==> src/rtl/pc_sequencer.sv <==
// rtl/pc_sequencer.sv - program-counter sequencer with optional return-address stack
// The return-address stack is built only when PC_SEQ_RAS_EN is defined.
module pc_sequencer #(
   parameter logic [31:0] RESET_PC  = 32'h0000_0000,
   parameter int          RAS_DEPTH = 4
) (
   input  logic        clk,
   input  logic        reset,
   input  logic        stall,
   input  logic        branch_taken,
   input  logic [31:0] branch_offset,
   input  logic        jump,
   input  logic [25:0] jump_target,
   input  logic        call,
   input  logic        jr,
   input  logic [31:0] jr_addr,
   input  logic        ret,
   output logic [31:0] pc,
   output logic [31:0] pcplus1,
   output logic        ras_empty,
   output logic        ras_full,
   output logic        ras_overflow
);

   logic [31:0] pc_q, pc_d;
   logic [31:0] branch_pc, jump_pc, ret_pc;

   assign pc        = pc_q;
   assign pcplus1   = pc_q + 32'd1;
   assign branch_pc = pcplus1 + branch_offset;
   assign jump_pc   = {pcplus1[31:26], jump_target};

`ifdef PC_SEQ_RAS_EN
   localparam int PW = $clog2(RAS_DEPTH);
   localparam int CW = $clog2(RAS_DEPTH + 1);
   localparam logic [PW-1:0] TOP_IDX  = PW'(RAS_DEPTH - 1);
   localparam logic [CW-1:0] FULL_CNT = CW'(RAS_DEPTH);

   logic [31:0]   ras_mem [RAS_DEPTH];
   logic [PW-1:0] tos_q, tos_d, tos_inc, tos_dec;
   logic [CW-1:0] cnt_q, cnt_d;
   logic          ovf_q, ovf_d;
   logic          push, pop;

   // tos_q points at the newest entry; the slot after it holds the oldest when full
   assign tos_inc = (tos_q == TOP_IDX) ? '0 : tos_q + PW'(1);
   assign tos_dec = (tos_q == '0) ? TOP_IDX : tos_q - PW'(1);

   assign ras_empty    = (cnt_q == '0);
   assign ras_full     = (cnt_q == FULL_CNT);
   assign ras_overflow = ovf_q;

   assign pop    = !stall && ret && !ras_empty;
   assign push   = !stall && call && !ret && !jr;
   assign ret_pc = ras_empty ? jr_addr : ras_mem[tos_q];

   always_comb begin
      tos_d = tos_q;
      cnt_d = cnt_q;
      ovf_d = ovf_q;
      if (pop) begin
         tos_d = tos_dec;
         cnt_d = cnt_q - CW'(1);
      end else if (push) begin
         tos_d = tos_inc;
         if (ras_full) ovf_d = 1'b1;
         else          cnt_d = cnt_q + CW'(1);
      end
   end

   always_ff @(posedge clk or posedge reset) begin
      if (reset) begin
         tos_q <= '0;
         cnt_q <= '0;
         ovf_q <= 1'b0;
      end else begin
         tos_q <= tos_d;
         cnt_q <= cnt_d;
         ovf_q <= ovf_d;
      end
   end

   always_ff @(posedge clk) begin
      if (push && !reset) ras_mem[tos_inc] <= pcplus1;
   end
`else
   assign ras_empty    = 1'b1;
   assign ras_full     = 1'b0;
   assign ras_overflow = 1'b0;
   assign ret_pc       = jr_addr;
`endif

   always_comb begin
      pc_d = pc_q;
      if (!stall) begin
         if (ret)                 pc_d = ret_pc;
         else if (jr)             pc_d = jr_addr;
         else if (jump || call)   pc_d = jump_pc;
         else if (branch_taken)   pc_d = branch_pc;
         else                     pc_d = pcplus1;
      end
   end

   always_ff @(posedge clk or posedge reset) begin
      if (reset) pc_q <= RESET_PC;
      else       pc_q <= pc_d;
   end

endmodule

==> config.mk <==
export PLATFORM = sky130hd
export DESIGN_NAME = pc_sequencer
export DESIGN_NICKNAME = d
export VERILOG_FILES = /design/src/rtl/pc_sequencer.sv
export SDC_FILE = /design/constraint.sdc
export NUM_CORES = 1
export LEC_CHECK = 0
export BUFFER_PORTS_ARGS = -buffer_cell sky130_fd_sc_hd__buf_2
export CORE_AREA = 2 2 104 106
export DETAILED_ROUTE_END_ITERATION = 8
export DIE_AREA = 0 0 106 108
export HOLD_SLACK_MARGIN = 0.12
export MAX_ROUTING_LAYER = met4
export PLACE_DENSITY = 0.79
export SLEW_MARGIN = 20
export SYNTH_ARGS = -nofsm -noshare
export SYNTH_HDL_FRONTEND = slang
export SYNTH_SLANG_ARGS = --single-unit
==> constraint.sdc <==
create_clock -name clk -period 5.5 [get_ports clk]
set_input_delay 1.375 -clock clk [delete_from_list [all_inputs] [get_ports clk]]
set_output_delay 1.375 -clock clk [all_outputs]
set_load 0.02 [all_outputs]
==> results.txt <==
- Sorting the synthesized cells by how often they occur yields sky130_fd_sc_hd__nand2_1 (69), sky130_fd_sc_hd__a21oi_1 (59), sky130_fd_sc_hd__nor2_1 (50), sky130_fd_sc_hd__o21ai_0 (50), sky130_fd_sc_hd__ha_1 (39).
- The setup path with the least slack is of type flip-flop to flip-flop.
* Share of the synthesized area in the top cell type: between 10% and 20%
* H-tree Lvls: 2
- Final hold viol count: 0
- Of the cells placed in the final design, the portion with a size suffix greater than 1 is roughly a quarter.
- Die Y-Extent: between 100 and 150 um
- Power spread over the standard cell area amounts to about 230 nW/um^2.
- Site row count: 37
- Min Clock Period, post-route: approximately 4.2 ns
- Cells resized by post-CTS repair: 0
- Yosys instantiated no cell more often than sky130_fd_sc_hd__nand2_1.
* Total gr overflow: 0
- The via count of the first global-routing pass is around 5000.
- The register with the most flip-flops in the layout has 32 of them.
- The first routing iteration left roughly 350 violations.
* Pre-antenna DRT Iters: 5
* Fin. max-slew vios: 0
* Achievable frequency: ~0.24 GHz
- Peak supply drop: about 0.00013 V
* Buffers & Inverters on Critical Path: 0
- Critical Path Sink Type: flip-flop
- Clock Latency Late Sink: between 0.2 and 0.3 ns
- Placer congestion estimate: 0.952
- The kind of cell with the highest combined delay along the critical path is simple AND/OR/NAND/NOR gates.
* Final core area utilization: between 50 and 60%
- Worst path required time: 5.74 ns
- In this run the deepest clock path goes through 2 buffers.
- Total Die Area: 11400 um^2
* Clock sink count: 32
- In the final routed layout, each cell accounts on average for approximately 18 um.
- Max-cap violations in this run came to 0.
- Pin placement for this block handled between 150 and 200 I/O pins.
* Number of enable-type register cells in the synthesized netlist: 0
- Number of warning messages in the yosys log: 0
- Total track usage: between 20% and 30%
- Fraction of the yosys area taken by sequential cells: 18.0%
* Proportion of power drawn by flip-flops and latches: between 20% and 30%
- Counting flops with an async set or reset pin after synthesis yields a share of 100%.
- Number of cells produced by synthesis: roughly 600
- Of the available clock period, the critical path in the final layout requires between 70 and 80%.
- Post-detailed-route DRC marker count: 0
- Top fanout value on the critical path: 7
- The number of antenna diodes in the final layout is 0.
- For this configuration, the core starts out at a cell density of a little over two fifths.
- On the worst path, the slowest cell contributes a delay of approximately 0.45 ns.
- The routed layout has between 5000 and 6000 vias.
- The first global-routing pass estimated 25100 um of wire.
- Number of distinct library cells after synthesis: 67
* Cell area after synthesis: between 4000 and 5000 um^2
* Dominant register cell in the synthesized netlist: sky130_fd_sc_hd__dfrtp_1
* Port-buffer cells: about 160
- Remaining antenna violation count after routing: 0
- The wire-length estimate of the detail-placed layout is roughly 12000 um.
- Across the routed clock network, the largest skew measured is roughly 0.0066 ns.
* Number of vias per cell after detailed routing: approximately 6
- Category of the worst setup path launch point: flip-flop
- Hold-fix buffers, CTS: 0
* Worst Tran Pin Value: 0.809 ns
- Total core area: between 10000 and 15000 um^2
- Per report_power, the combinational group accounts for 59.2% of the total.
* Chip width: around 110 um
- Synthesis-to-finish area growth: 22.1%
- The run finished with clean final reports.
- Leakage Power: 2.59 nW
- Entering global routing, the biggest net connects between 40 and 50 pins.
- Clk pin slew, worst setup/hold paths: about 0.08 ns
* FF+latch count, synth: 32
- Data on the critical path arrives at its endpoint at 4.41 ns.
* Wire length reported by the detailed router: 16200 um
- RSZ-0062 raised after global routing: no
- Each instance of the synthesized netlist takes up on average between 7 and 8 um^2.
* Internal Pwr Total: around 660 uW
- Setup repair bufs after CTS: 0
* Clock Tree Root: sky130_fd_sc_hd__clkbuf_8
- The largest total area in the synthesized netlist belongs to sky130_fd_sc_hd__dfrtp_1.
* Number of endpoints failing setup at the final stage: 0
* Critical-path cell with the highest stage delay: sky130_fd_sc_hd__nor3_4
- The min-delay analysis places its worst path in the category flip-flop to flip-flop.
- Antenna violations before repair: 0
- TritonCTS built the clock tree.
* Worst-path cell chain: ha_1, and2_1, nand4_1, nor3_4, and3_1, xor2_1, ha_1, a21oi_1, nand2_1, o21ai_0, a31oi_4, a211o_2, o31ai_1, mux2_2, nand2_1
- Net switching is between 40 and 50% of the power.
- Setup TNS after final layout: 0 ns
* Proportion of power drawn by the clock network: approximately 16%
* Number of buffers added by the clock tree synthesis step: 5
* Power spent charging and discharging nets: between 600 and 700 uW
- Nets@finish: 880
* Remaining max-slew budget at the tightest pin: between 40% and 50%
- Sorting the synthesized cells by area gives the leading types as sky130_fd_sc_hd__dfrtp_1 (18%), sky130_fd_sc_hd__ha_1 (11%), sky130_fd_sc_hd__a21oi_1 (6.6%), sky130_fd_sc_hd__xnor2_1 (6.1%), sky130_fd_sc_hd__nand2_1 (5.8%).
## final cells by class
class / count / area [um^2]
fillers: 1011 / 4790
multi-input cells: 518 / 3470
clock buffers: 6 / 82.6
flip-flops and latches: 32 / 801
clock inverters: 2 / 10.0
inverters: 19 / 71.3
repair buffers: 166 / 843
well taps: 136 / 170
## tightest hold or removal path, stage by stage, from the launching register on
cell and delay, ns:
sky130_fd_sc_hd__dfrtp_1 0.39, sky130_fd_sc_hd__nand2_1 0.06, sky130_fd_sc_hd__o21ai_0 0.06
## layer usage
metal | up-vias | track usage (%) | part of all wire, %
li1 | 2488 | - | -
met1 | 2432 | 35.8 | 41
met2 | 279 | 47.1 | 47
met3 | 40 | 5.30 | 9.0
met4 | 0 | 9.02 | 2.7
met5 | - | - | 0
## kinds of logic after synthesis
family,Yosys count,synth area share [%]
flip-flops,32,18.0
adder cells (fa/ha/maj),40,11.4
other,2,0.168
AND/OR/NAND/NOR,212,23.5
multiplexers,7,1.60
XOR/XNOR,53,10.7
AO/OA/AOI/OAI,203,30.2
buffers and inverters,48,4.46
## per-stage QoR
stage               setup slack (ns)  std cells  power [mW]  hold slack [ns]  instance area [um^2]
floorplan                       1.48        598       0.839            0.625                  4460
global placement                1.50        871        1.05            0.503                  5350
detailed placement              1.38        871        1.06            0.522                  5350
CTS                             1.36        879        1.26            0.542                  5450
global route                   0.980        879        1.36            0.593                  5450
finish                          1.32        879        1.27            0.542                  5450
## layout by cell type, fill, tap and decap left out, drive strengths merged, types with 8 or more instances in the layout
master,n
buf,166
nand2,69
a21oi,60
o21ai,50
nor2,50
ha,39
dfrtp,32
xnor2,32
nand3,28
xor2,21
inv,19
nor3,19
a211oi,13
and3,12
o211ai,10
nor3b,10
nand4,10
a22oi,9
a21o,8
## path summary, 6_finish.rpt
kind                       start      to  slack (ns)  cells after the start
setup / recovery           pc[0]  pc[29]        1.32                     15
hold reg to reg            pc[1]   pc[1]        0.54                      2
hold / removal             pc[1]   pc[1]        0.54                      2
min in group asynchronous  reset   pc[6]        1.18                      3
max in group asynchronous  reset  pc[23]        3.98                      3
setup reg to reg           pc[0]  pc[29]        1.32                     15
## power groups by stage
stage	registers [mW]	clock network, mW	logic (mW)
after floorplan	0.341	0	0.498
after global placement	0.313	0	0.738
after detailed placement	0.314	0	0.741
after CTS	0.310	0.209	0.746
after global routing	0.316	0.221	0.824
final	0.311	0.207	0.753
No activity file was read; power rests on OpenSTA's default activity.
